<file path="src/rtl/rr_arbiter16_pkg.sv">
// Shared sizes and state encoding for the 16-way round-robin arbiter.
package rr_arbiter16_pkg;

  localparam int unsigned NREQ  = 16;
  localparam int unsigned IDX_W = 4;

  typedef enum logic {
    IDLE  = 1'b0,
    GRANT = 1'b1
  } state_t;

endpackage

</file>
<file path="src/rtl/rr_arbiter16_if.sv">
// Request/grant bundle between requesters (master) and the arbiter (slave).
interface rr_arbiter16_if;
  import rr_arbiter16_pkg::*;

  logic [NREQ-1:0]  req;
  logic             done;
  logic [NREQ-1:0]  gnt_onehot;
  logic [IDX_W-1:0] gnt_bin;
  logic             gnt_valid;
  logic             timeout;

  modport master (
    output req,
    output done,
    input  gnt_onehot,
    input  gnt_bin,
    input  gnt_valid,
    input  timeout
  );

  modport slave (
    input  req,
    input  done,
    output gnt_onehot,
    output gnt_bin,
    output gnt_valid,
    output timeout
  );

endinterface

</file>
<file path="src/rtl/rr_pick.sv">
// Rotating-priority picker: first set request at or above ptr, wrapping 15->0.
module rr_pick
  import rr_arbiter16_pkg::*;
(
  input  logic [NREQ-1:0]  req,
  input  logic [IDX_W-1:0] ptr,
  output logic [NREQ-1:0]  onehot,
  output logic [IDX_W-1:0] idx,
  output logic             any
);

  logic             found;
  logic [IDX_W-1:0] cand;

  // Scan upward from ptr; the 4-bit candidate index wraps modulo 16 naturally.
  always_comb begin
    found  = 1'b0;
    idx    = '0;
    cand   = '0;
    any    = |req;
    for (int i = 0; i < int'(NREQ); i++) begin
      cand = ptr + IDX_W'(i);
      if (!found && req[cand]) begin
        found = 1'b1;
        idx   = cand;
      end
    end
    onehot = any ? (NREQ'(1) << idx) : '0;
  end

endmodule

</file>
<file path="src/rtl/rr_arbiter16.sv">
// 16-requester round-robin arbiter with hold-time limit and timeout pulse.
module rr_arbiter16
  import rr_arbiter16_pkg::*;
#(
  parameter int unsigned HOLD_MAX = 8
) (
  input  logic          clk,
  input  logic          rst,
  rr_arbiter16_if.slave bus
);

  localparam int unsigned     CNT_W    = 8;
  localparam logic [CNT_W-1:0] HOLD_LIM = CNT_W'(HOLD_MAX - 1);
  localparam logic [CNT_W-1:0] CNT_SAT  = '1;

  state_t           state;
  logic [IDX_W-1:0] ptr;
  logic [CNT_W-1:0] hold_cnt;

  logic [NREQ-1:0]  win_onehot;
  logic [IDX_W-1:0] win_idx;
  logic             win_any;
  logic             release_req;
  logic             hold_lim;

  rr_pick u_pick (
    .req    (bus.req),
    .ptr    (ptr),
    .onehot (win_onehot),
    .idx    (win_idx),
    .any    (win_any)
  );

  // Grant exit causes: voluntary release (done or request dropped) vs hold limit.
  always_comb begin
    release_req = bus.done || !bus.req[bus.gnt_bin];
    hold_lim    = (hold_cnt == HOLD_LIM);
  end

  // Arbiter FSM with all outputs registered.
  always_ff @(posedge clk or posedge rst) begin
    if (rst) begin
      state          <= IDLE;
      ptr            <= '0;
      hold_cnt       <= '0;
      bus.gnt_onehot <= '0;
      bus.gnt_bin    <= '0;
      bus.gnt_valid  <= 1'b0;
      bus.timeout    <= 1'b0;
    end else begin
      bus.timeout <= 1'b0;
      case (state)
        IDLE: begin
          if (win_any) begin
            state          <= GRANT;
            bus.gnt_onehot <= win_onehot;
            bus.gnt_bin    <= win_idx;
            bus.gnt_valid  <= 1'b1;
            hold_cnt       <= '0;
          end
        end
        GRANT: begin
          if (release_req || hold_lim) begin
            state          <= IDLE;
            bus.gnt_onehot <= '0;
            bus.gnt_bin    <= '0;
            bus.gnt_valid  <= 1'b0;
            ptr            <= bus.gnt_bin + IDX_W'(1);
            // Timeout only when the hold limit alone forced the revoke.
            bus.timeout    <= hold_lim && !release_req;
          end else if (hold_cnt != CNT_SAT) begin
            hold_cnt <= hold_cnt + CNT_W'(1);
          end
        end
        default: begin
          state <= IDLE;
        end
      endcase
    end
  end

endmodule

</file>
<file path="src/flat_wrapper.sv">
// flat-port wrapper written by rule: the top's interface ports become plain ports
module rr_arbiter16_flat import rr_arbiter16_pkg::*;
#(
  parameter int unsigned HOLD_MAX = 8
)
  (clk, rst, bus_req, bus_done, bus_gnt_onehot, bus_gnt_bin, bus_gnt_valid, bus_timeout);
  rr_arbiter16_if bus_i ();
  input  logic clk;
  input  logic rst;
  input wire logic [$bits(bus_i.req)-1:0] bus_req;
  input wire logic [$bits(bus_i.done)-1:0] bus_done;
  output wire logic [$bits(bus_i.gnt_onehot)-1:0] bus_gnt_onehot;
  output wire logic [$bits(bus_i.gnt_bin)-1:0] bus_gnt_bin;
  output wire logic [$bits(bus_i.gnt_valid)-1:0] bus_gnt_valid;
  output wire logic [$bits(bus_i.timeout)-1:0] bus_timeout;
  assign bus_i.req = bus_req;
  assign bus_i.done = bus_done;
  assign bus_gnt_onehot = bus_i.gnt_onehot;
  assign bus_gnt_bin = bus_i.gnt_bin;
  assign bus_gnt_valid = bus_i.gnt_valid;
  assign bus_timeout = bus_i.timeout;
  rr_arbiter16 #(.HOLD_MAX(HOLD_MAX)) u_core (.clk(clk), .rst(rst), .bus(bus_i));
endmodule
</file>
<file path="config.mk">
export PLATFORM = sky130hd
export DESIGN_NAME = rr_arbiter16_flat
export DESIGN_NICKNAME = d
export VERILOG_FILES = /design/src/rtl/rr_arbiter16_pkg.sv /design/src/rtl/rr_arbiter16_if.sv /design/src/rtl/rr_pick.sv /design/src/rtl/rr_arbiter16.sv /design/src/flat_wrapper.sv
export SDC_FILE = /design/constraint.sdc
export NUM_CORES = 1
export LEC_CHECK = 0
export ABC_CLOCK_PERIOD_IN_PS = 6100
export CAP_MARGIN = 20
export CORE_AREA = 2 2 103 145
export DETAILED_ROUTE_END_ITERATION = 8
export DIE_AREA = 0 0 105 147
export PLACE_DENSITY = 0.57
export SKIP_CTS_REPAIR_TIMING = 1
export SLEW_MARGIN = 20
export SYNTH_ARGS = -nofsm -noshare
export SYNTH_HDL_FRONTEND = slang
export SYNTH_SLANG_ARGS = --single-unit
export TNS_END_PERCENT = 1
</file>
<file path="constraint.sdc">
create_clock -name clk -period 6.1 [get_ports clk]
set_clock_uncertainty 0.2 [all_clocks]
set_input_delay 0.915 -clock clk [delete_from_list [all_inputs] [get_ports clk]]
set_output_delay 0.915 -clock clk [all_outputs]
set_load 0.02 [all_outputs]
</file>
=== Yosys cells after proc, flatten, opt, wreduce, memory -nomap -nowiden ===
Index checks and enable logic that the tools add are counted.

* Word-level logic and storage cells: 171
* Output and inout bits: 22
* Register bits after elaboration: 35
* Bits of input ports: 19

* Equal/unequal tests: 6
* Magnitude comparators: 17
* Bitwise operators: 1
* Shift operators: 1
* Add/sub/neg operators: 17
* Reduce and logical (&&, ||, !) cells: 39
* Muxes and demuxes: 83

{| class="wikitable"
|+ Operators by type and width
! operator !! number
|-
| 4-bit by 5-bit < comparator with 1-bit output, second input constant || 17
|-
| 4-bit two-way mux || 18
|-
| 1-bit binary-select mux with 4-bit select || 17
|-
| 1-bit two-way mux || 38
|-
| 4-bit adder, second input constant || 8
|-
| 16-bit two-way mux || 2
|-
| 16-bit one-hot mux with 2 select lines || 1
|-
| 8-bit two-way mux || 3
|-
| 1-bit logical NOT || 17
|-
| 4-bit by 3-bit adder with 4-bit output, second input constant || 4
|-
| 1-bit logical AND || 16
|-
| 8-bit one-hot mux with 2 select lines || 1
|-
| 16-bit OR reduction || 1
|-
| 1-bit by 4-bit << shifter with 16-bit output, first input constant || 1
|-
| 4-bit by 1-bit adder with 4-bit output, second input constant || 2
|-
| 4-bit by 2-bit adder with 4-bit output, second input constant || 2
|-
| 8-bit by 1-bit adder with 8-bit output, second input constant || 1
|-
| 8-bit by 3-bit == test with 1-bit output, second input constant || 1
|-
| 2-bit inequality test, second input constant || 4
|-
| 8-bit inequality test, second input constant || 1
|-
| 4-bit one-hot mux with 2 select lines || 1
|-
| 1-bit one-hot mux with 2 select lines || 2
|-
| 2-bit AND reduction || 2
|-
| 3-bit AND reduction || 1
|-
| other kinds (2) || 3
|}

=== Longest topological paths before layout ===
Gate-level depths: netlist of run 1.

* Word-level depth: 51
* Mapped depth: 18
* Gate-level depth less buffers: 12

=== By module ===
From an unflattened synthesis of run 1, not the netlist that was laid out.

* Cell total of the unflattened synthesis: 458
* Area, all modules: 4,481.8 µm²

{| class="wikitable"
|+ By module, submodules not included
! module !! times used !! area an instance (µm²) !! cells an instance !! sequential area each (µm²)
|-
| rr_pick || 1 || 2,698.8 || 307 || 0.0
|-
| rr_arbiter16 || 1 || 1,783.0 || 151 || 875.8
|}

=== Worst setup path after synthesis of run 1 ===
No wires, ideal clock.

* Path kind: register -> register
* Start: reg u_core.ptr[0]
* End: reg u_core.bus.gnt_onehot[10]
* Required time: 5.778 ns
* Path buffers: 5
* Period minus slack after synthesis: 4.913 ns
* Arrival time: 4.591 ns
* Setup slack: 1.187 ns
* Cell stages (with the launch flop): 18
* Library setup time: 0.122 ns
* Path through: dfrtp_1 > buf_6 > buf_2 > buf_1 > inv_1 > ha_1 > buf_2 > mux4_2 > mux2i_1 > mux2i_1 > nand3b_2 > nand2b_1 > buf_6 > a2111oi_4 > a2111oi_1 > or4_4 > a221o_2 > a32o_1

* Word-level cells in the longest chain between the ends: 51
* Elaborated cells between the ends (all ways): 111
* Those cells by class: add/sub: 15; shift: 1; mux: 65; reduce/logical: 30

{| class="wikitable"
|+ RTL lines
! element !! line !! source
|-
| start, declared || rr_arbiter16.sv:17 || <nowiki>logic [IDX_W-1:0] ptr;</nowiki>
|-
| start signal, assigned || rr_arbiter16.sv:68 || <nowiki>ptr <= bus.gnt_bin + IDX_W'(1);</nowiki>
|-
| parallel branches: the longest is 47 deep, another holds 4-bit by 1-bit adder with 4-bit output || n/a ||
|-
| 4-bit two-way mux * || rr_pick.sv:23 || <nowiki>if (!found && req[cand]) begin</nowiki>
|-
| 1-bit by 4-bit << shifter with 16-bit output * || rr_pick.sv:28 || <nowiki>onehot = any ? (NREQ'(1) << idx) : '0;</nowiki>
|-
| 16-bit two-way mux * || rr_arbiter16.sv:54 || <nowiki>if (win_any) begin</nowiki>
|-
| 16-bit one-hot mux with 2 select lines * || rr_arbiter16.sv:52 || <nowiki>case (state)</nowiki>
|-
| end signal, assigned || rr_arbiter16.sv:56 || <nowiki>bus.gnt_onehot <= win_onehot;</nowiki>
|-
| end, declared || rr_arbiter16_if.sv:24 || <nowiki>output gnt_onehot,</nowiki>
|}

Every way passes the cells marked *. The select of a mux whose other input is x is not followed.
A chain may end at the register's enable or synchronous reset.

=== Worst setup path in the final report of run 1 ===
* Start: in bus_req[6]
* End: reg u_core.bus.gnt_onehot[12]

* Word-level cells in the longest chain between the ends: 51
* Elaborated cells between the ends (all ways): 105
* Those cells by class: eq/ne: 2; shift: 1; mux: 67; reduce/logical: 35

{| class="wikitable"
|+ RTL lines
! element !! line !! source
|-
| start, declared || flat_wrapper.sv:10 || <nowiki>input wire logic [$bits(bus_i.req)-1:0] bus_req;</nowiki>
|-
| 1-bit binary-select mux with 4-bit select || rr_pick.sv:23 ||
|-
| 1-bit two-way mux (implied by the code) || rr_pick.sv:23 ||
|-
| 1-bit two-way mux || rr_pick.sv:23 ||
|-
| 1-bit logical NOT || rr_pick.sv:23 ||
|-
| 1-bit logical AND || rr_pick.sv:23 ||
|-
| 1-bit two-way mux || rr_pick.sv:23 ||
|-
| 1-bit logical NOT || rr_pick.sv:23 ||
|-
| 1-bit logical AND || rr_pick.sv:23 ||
|-
| (+35 left out) || n/a ||
|-
| 1-bit logical AND || rr_pick.sv:23 ||
|-
| 1-bit two-way mux || rr_pick.sv:23 ||
|-
| 1-bit logical NOT || rr_pick.sv:23 ||
|-
| 1-bit logical AND || rr_pick.sv:23 ||
|-
| 4-bit two-way mux || rr_pick.sv:23 ||
|-
| 1-bit by 4-bit << shifter with 16-bit output || rr_pick.sv:28 ||
|-
| 16-bit two-way mux || rr_arbiter16.sv:54 ||
|-
| 16-bit one-hot mux with 2 select lines || rr_arbiter16.sv:52 ||
|}

Several ways; a longest one is shown, not always the timed one. The select of a mux whose other input is x is not followed.

==> flow_summary_export.csv, run 1 <==
group,metric,value,unit
logic_synthesis,yosys.cell_count.top_type,"dfrtp_1",
detailed_routing,viasPerCell,5.90,
detailed_routing,drc,0,
logic_synthesis,synthTopCellsByArea,"dfrtp_1 21%, mux4_2 13%, mux4_1 5.0%, mux2i_1 4.3%, mux2_2 4.0%",
floorplan,initial_core_util,0.296,
placement,dp.cells,633,
floorplan,fp-row-count,52,
timing,hold_violations,0,
global_routing,grt-ovfl-total,0,
logic_synthesis,synth_cell_types,76,
clock_tree,htreeDepth,2,
worst_setup_path,cp_slowest_stage_delay,0.68,ns
timing,tns,0,ns
worst_setup_path,path_class,"primary input to flop",
logic_synthesis,synth_common_cells,"35 x dfrtp_1, 34 x nand2_1, 29 x nor2_1",
worst_setup_path,crit_slowest_cell,"mux4_1",
timing,final.min_clock_period,5.04,ns
clock_tree,clk_latency,0.28,ns
detailed_routing,postRouteAntennaNets,0,
clock_tree,cts.root.buffer_cell,"clkbuf_16",
global_routing,grt.total_usage,0.166,
worst_setup_path,rr_endpoint,"u_core.bus.gnt_onehot[2]",
logic_synthesis,syn_area_per_cell,9.97,um2
logic_synthesis,netlist.top_cell.by_area,"dfrtp_1",
global_routing,grt_pass1_vias,3900,
final_layout,post-route-util,0.347,
final_layout,fin_area,4920,um2
worst_hold_path,whs_endpoint,"u_core.bus.gnt_onehot[0]",
clock_tree,cts-buffers-inserted,5,
worst_setup_path,path_max_fanout,9,
logic_synthesis,synth_seq_cells,35,
worst_setup_path,cp_cell_sequence,"clkdlybuf4s50_1 > mux4_1 > mux2_2 > mux2_4 > nor2b_2 > nand2b_1 > a2111oi_4 > a2111oi_1 > or4_4 > a221oi_4 > a32o_1",
timing,fmax,0.198,GHz
floorplan,io_pins,41,
final_layout,fin_cells,641,
timing,period_share,0.827,
logic_synthesis,postSynthCellCount,421,
logic_synthesis,ys.flop_type,"dfrtp_1",
clock_tree,clkTransAtPathRegs,0.06,ns
logic_synthesis,syn-cell-area,4200,um2
worst_setup_path,r2r_cells,12,
logic_synthesis,synth_edf_count,0,
floorplan,die_h,147,um
timing,slew_viol_final,0,
clock_tree,clockBufferDepth,2,
floorplan,die_area,15400,um2
detailed_routing,drt-initial-drc-count,240,
clock_tree,clkSinkCount,35,
placement,place_hpwl,9.65,mm
logic_synthesis,ys_warn_count,0,
global_routing,antenna_found_initial,0,
final_layout,nets,479,
worst_setup_path,cp_data_required_time,6.11,ns
detailed_routing,avgRoutedWirePerCell,19.7,um
timing,finalSetupViolations,0,
timing,relSlewSlack,0.440,
logic_synthesis,async_flop_share,1.00,
logic_synthesis,seq_area_frac_synth,0.209,
run,drv_cap,0,
global_routing,grt_max_degree,38,
timing,rsz0062_at_grt,"false",
worst_setup_path,worstSetupEndpointType,"flop",
worst_hold_path,hp-start,"u_core.bus.gnt_onehot[0]",
logic_synthesis,syn-num-nets,449,
floorplan,coreArea,14200,um2
worst_hold_path,hold_path.class,"flop to flop",
placement,placed_area,4750,um2
worst_setup_path,critPathLaunchType,"primary input",
detailed_routing,dr.pass1.iters,5,
clock_tree,tritoncts,"done",
worst_setup_path,r2r-start,"u_core.ptr[2]",
floorplan,die_x,105,um
final_layout,area_delta_synth_final,17.1,%
worst_hold_path,whs_path_depth,2,
final_layout,antenna_cells,0,
timing,worst_pin_slew,0.833,ns
detailed_routing,wl,12.6,mm
placement,numPortBuffers,40,
worst_setup_path,rrSetupSlack,1.16,ns
logic_synthesis,netlist.area_leader.share,0.209,
detailed_routing,route.vias.total,3782,
placement,place.gp.congestion,0.941,
status,status,"completed",
global_routing,grt_pass1_wl,20.6,mm
worst_setup_path,worstPathArrival,5.05,ns
final_layout,drive_above_1_share,0.188,
critical path, delay by kind of cell:
kind	cells	cell delay [ns]
buffers and inverters	1	0.58
muxes	3	1.38
AOI/OAI and AO/OA	4	1.13
and+or+nand+nor	3	1.04
through the flow:
stage | hold slack, ns | worst slack [ns]
2_1_floorplan | 0.277 | 1.19
3_3_place_gp | 0.271 | 0.905
3_5_place_dp | 0.271 | 0.817
4_1_cts | 0.289 | 1.10
5_1_grt | 0.315 | 0.809
6_report | 0.284 | 1.06
cells in the final DEF (no fill, tap or decap), types with 3 or more instances in the layout:
cell,count
a211oi_1,4
a21boi_0,5
a21oi_1,22
a221oi_1,3
a22oi_1,4
a31oi_1,4
a32o_1,12
and3_1,4
buf_4,10
clkbuf_16,5
clkdlybuf4s50_1,40
dfrtp_1,35
ha_1,9
inv_1,12
mux2_2,15
mux2_4,3
mux2i_1,18
mux2i_4,4
mux4_1,8
mux4_2,25
nand2_1,34
nand2b_1,7
nand3_1,12
nand4_1,7
nand4b_1,3
nor2_1,29
nor2b_1,5
nor3_1,7
nor4_1,7
o211ai_1,4
o21ai_0,13
o22ai_1,4
o31ai_1,7
o41ai_1,3
or3_1,7
or4_1,4
xnor2_1,5
xor2_1,8
how the worst max path moves through the flow:
stage,cells after the start,startpoint,slack (ns),endpoint
global placement,11,bus_req[6],0.91,u_core.bus.gnt_onehot[5]
global route,12,bus_req[14],0.81,u_core.bus.gnt_onehot[5]
detailed placement,12,bus_req[5],0.82,u_core.bus.gnt_onehot[7]
CTS,12,bus_req[5],1.10,u_core.bus.gnt_onehot[12]
floorplan,17,u_core.ptr[0],1.19,u_core.bus.gnt_onehot[10]
finish,11,bus_req[6],1.06,u_core.bus.gnt_onehot[12]
registers in the layout, summed over array words and instances, names as in the netlist:
register,count
u_core.bus.gnt_onehot,16
u_core.hold_cnt,8
u_core.bus.gnt_bin,4
u_core.ptr,4
u_core.bus.gnt_valid,1
u_core.bus.timeout,1
u_core.state,1
layout make-up:
type                            count  area (um2)
Fill cell                        1481        9270
Sequential cell                    35         876
Clock buffer                        5         125
Clock inverter                      3        43.8
Timing Repair Buffer               50         475
Inverter                           14        52.6
Multi-Input combinational cell    345        3110
Tap cell                          189         236
per-layer routing:
layer | wire length, um | GRT usage | up-vias | part of all wire
met4 | 585 | 0.0860 | 0 | 0.046
met5 | 0 | 0 | - | 0
met1 | 4800 | 0.183 | 1899 | 0.38
met2 | 6880 | 0.310 | 107 | 0.54
met3 | 363 | 0.0151 | 39 | 0.029
li1 | - | - | 1737 | -
cells by family after synthesis:
group	after synthesis	synth area share
mux	74	0.303
compound gates	108	0.200
xor+xnor	14	0.0310
simple gates	140	0.179
flops	35	0.209
buf+inv	41	0.0512
fa+ha+maj	9	0.0268
Power of run 1 is not shown: default switching activity piles up to over one toggle a cycle in this logic, so the estimate is an artifact.
==> run 2: changes to the inputs <==
--- a/config.mk
+++ b/config.mk
@@ -5,7 +5,7 @@
 export SDC_FILE = /design/constraint.sdc
 export NUM_CORES = 1
 export LEC_CHECK = 0
-export ABC_CLOCK_PERIOD_IN_PS = 6100
+export ABC_CLOCK_PERIOD_IN_PS = 4990
 export CAP_MARGIN = 20
 export CORE_AREA = 2 2 103 145
 export DETAILED_ROUTE_END_ITERATION = 8
==> constraint.sdc (replaced) <==
create_clock -name clk -period 4.99 [get_ports clk]
set_clock_uncertainty 0.2 [all_clocks]
set_input_delay 0.7485 -clock clk [delete_from_list [all_inputs] [get_ports clk]]
set_output_delay 0.7485 -clock clk [all_outputs]
set_load 0.02 [all_outputs]
==> run 2 against run 1 <==
  * Utilization rose by 0.86 points
  * Clock-buffer cell count stayed put
  * Worst hold slack improved by 0.0062 ns
  * Critical path depth rose by 1
  * Die area stayed put
  * Sequential share of layout area shrank 0.43 points
  * Flip-flop and latch count unchanged
  * Global-route usage up 0.23 points
  * Non-clock buffer count rose by 21
  * Design area grew 2.5%
==> flow_summary_export.csv, run 2 (synthesized netlist as in run 1, its figures left out) <==
group,metric,value,unit
status,status,"completed",
worst_setup_path,r2r_cells,12,
clock_tree,clkTransAtPathRegs,0.05,ns
timing,layout_setup_ws,0.299,ns
final_layout,reg_top3,"u_core.bus.gnt_onehot x16, u_core.hold_cnt x8",
final_layout,final_cell_mix,"40 x clkdlybuf4s50_1, 35 x dfrtp_1, 34 x nand2_1",
detailed_routing,postRouteAntennaNets,0,
timing,worst_pin_slew,0.691,ns
timing,final.min_clock_period,4.69,ns
final_layout,antenna_cells,0,
floorplan,initial_core_util,0.296,
detailed_routing,drc,0,
worst_setup_path,worstPathArrival,4.65,ns
global_routing,grt_pass1_wl,20.8,mm
global_routing,grt_pass1_vias,3857,
clock_tree,clk_latency,0.28,ns
detailed_routing,viasPerCell,5.75,
timing,finalSetupViolations,0,
worst_setup_path,path_max_fanout,10,
floorplan,die_x,105,um
clock_tree,htreeDepth,2,
detailed_routing,wl,12.8,mm
final_layout,drive_above_1_share,0.221,
worst_hold_path,whs_endpoint,"u_core.bus.gnt_onehot[6]",
clock_tree,cts.root.buffer_cell,"clkbuf_16",
worst_setup_path,critPathLaunchType,"flop",
timing,period_share,0.940,
final_layout,area_delta_synth_final,20.0,%
final_layout,nets,500,
detailed_routing,avgRoutedWirePerCell,19.4,um
timing,fmax,0.213,GHz
worst_setup_path,rrSetupSlack,0.30,ns
run,drv_cap,0,
worst_setup_path,worstSetupEndpointType,"flop",
worst_setup_path,path_class,"flop to flop",
clock_tree,tritoncts,"done",
timing,rsz0062_at_grt,"false",
final_layout,final_common_cell,"clkdlybuf4s50_1",
placement,place_hpwl,10.0,mm
global_routing,grt.total_usage,0.168,
worst_hold_path,hp-start,"u_core.bus.gnt_onehot[6]",
final_layout,fillers,1457,
clock_tree,clkSinkCount,35,
floorplan,io_pins,41,
timing,tns,0,ns
worst_setup_path,cp_slowest_stage_delay,0.63,ns
clock_tree,clockBufferDepth,2,
global_routing,grt-ovfl-total,0,
timing,hold_violations,0,
worst_hold_path,hold_path.class,"flop to flop",
floorplan,die_h,147,um
timing,slew_viol_final,0,
detailed_routing,drt-initial-drc-count,240,
placement,dp_slack,0.0463,ns
placement,numPortBuffers,40,
floorplan,die_area,15400,um2
global_routing,grt_max_degree,39,
worst_setup_path,cp_data_required_time,4.95,ns
timing,relSlewSlack,0.526,
placement,place.gp.congestion,0.931,
worst_setup_path,cpMostUsedCell,"mux2i_1",
worst_setup_path,cp_cell_sequence,"inv_2 > ha_1 > mux4_2 > mux2i_1 > mux2i_1 > nand3b_2 > nand2b_1 > a2111oi_4 > a2111oi_1 > or4_4 > a221o_2 > a32o_1",
worst_setup_path,rr_endpoint,"u_core.bus.gnt_onehot[14]",
worst_setup_path,crit_slowest_cell,"mux4_2",
floorplan,fp-row-count,52,
detailed_routing,route.vias.total,3794,
final_layout,max_flop_register,"u_core.bus.gnt_onehot",
worst_setup_path,r2r-start,"u_core.ptr[1]",
worst_hold_path,whs_path_depth,2,
clock_tree,cts-buffers-inserted,5,
floorplan,coreArea,14200,um2
global_routing,antenna_found_initial,0,
final_layout,largest_reg_flops,16,
detailed_routing,dr.pass1.iters,4,
==> run 2: cell count changes in the layout (fill, tap and decap cells not counted) <==
cell	delta
clkinv_4	-1
clkinv_2	-1
buf_4	+21
bufinv_16	-1
clkinvlp_4	+1
==> run 2: worst max-delay path by stage <==
stage / endpoint / start / depth (start not counted)
final: u_core.bus.gnt_onehot[14] / u_core.ptr[1] / 12
after global routing: u_core.bus.gnt_onehot[6] / u_core.ptr[1] / 12
after CTS: u_core.bus.gnt_onehot[14] / u_core.ptr[1] / 12
after detailed placement: u_core.bus.gnt_onehot[14] / bus_req[3] / 11
after global placement: u_core.bus.gnt_onehot[7] / bus_req[9] / 11
after floorplan: u_core.bus.gnt_onehot[10] / u_core.ptr[0] / 17
==> run 2: metrics by stage <==
| stage | hold slack [ns] | cell area [um2] | util | std cells |
|---|---|---|---|---|
| after floorplan | 0.277 | 4200 | - | 421 |
| after global placement | 0.269 | 4910 | 0.346 | 654 |
| after detailed placement | 0.268 | 4910 | 0.346 | 654 |
| after CTS | 0.293 | 5040 | 0.355 | 660 |
| after global routing | 0.317 | 5040 | 0.355 | 660 |
| final | 0.290 | 5040 | 0.355 | 660 |
==> run 2: per-layer routing <==
metal  vias up  share of wire  global-route usage
li1       1773              -                   -
met1      1881           0.38               0.191
met2       104           0.55               0.314
met3        36          0.025              0.0124
met4         0          0.046              0.0827
met5         -              0                   0
==> run 2: critical path: cells and delay by family, from the launching register on <==
| family | cells | cell delay, ns |
|---|---|---|
| AND/OR/NAND/NOR | 3 | 1.21 |
| AO/OA/AOI/OAI | 4 | 1.04 |
| multiplexers | 3 | 0.98 |
| adder cells (fa/ha/maj) | 1 | 0.60 |
| flip-flops | 1 | 0.46 |
| buffers and inverters | 1 | 0.06 |
==> run 2: final cells by class <==
type | count | area, um2 | share of cell area
inverter | 14 | 52.6 | 0.0104
clock buffer | 5 | 125 | 0.0248
clock inverter | 1 | 7.51 | 0.00149
sequential | 35 | 876 | 0.174
multi-input combinational | 345 | 3110 | 0.617
timing repair buffer | 71 | 633 | 0.126
tap | 189 | 236 | 0.0469
Power of run 2 is left out for the same reason.
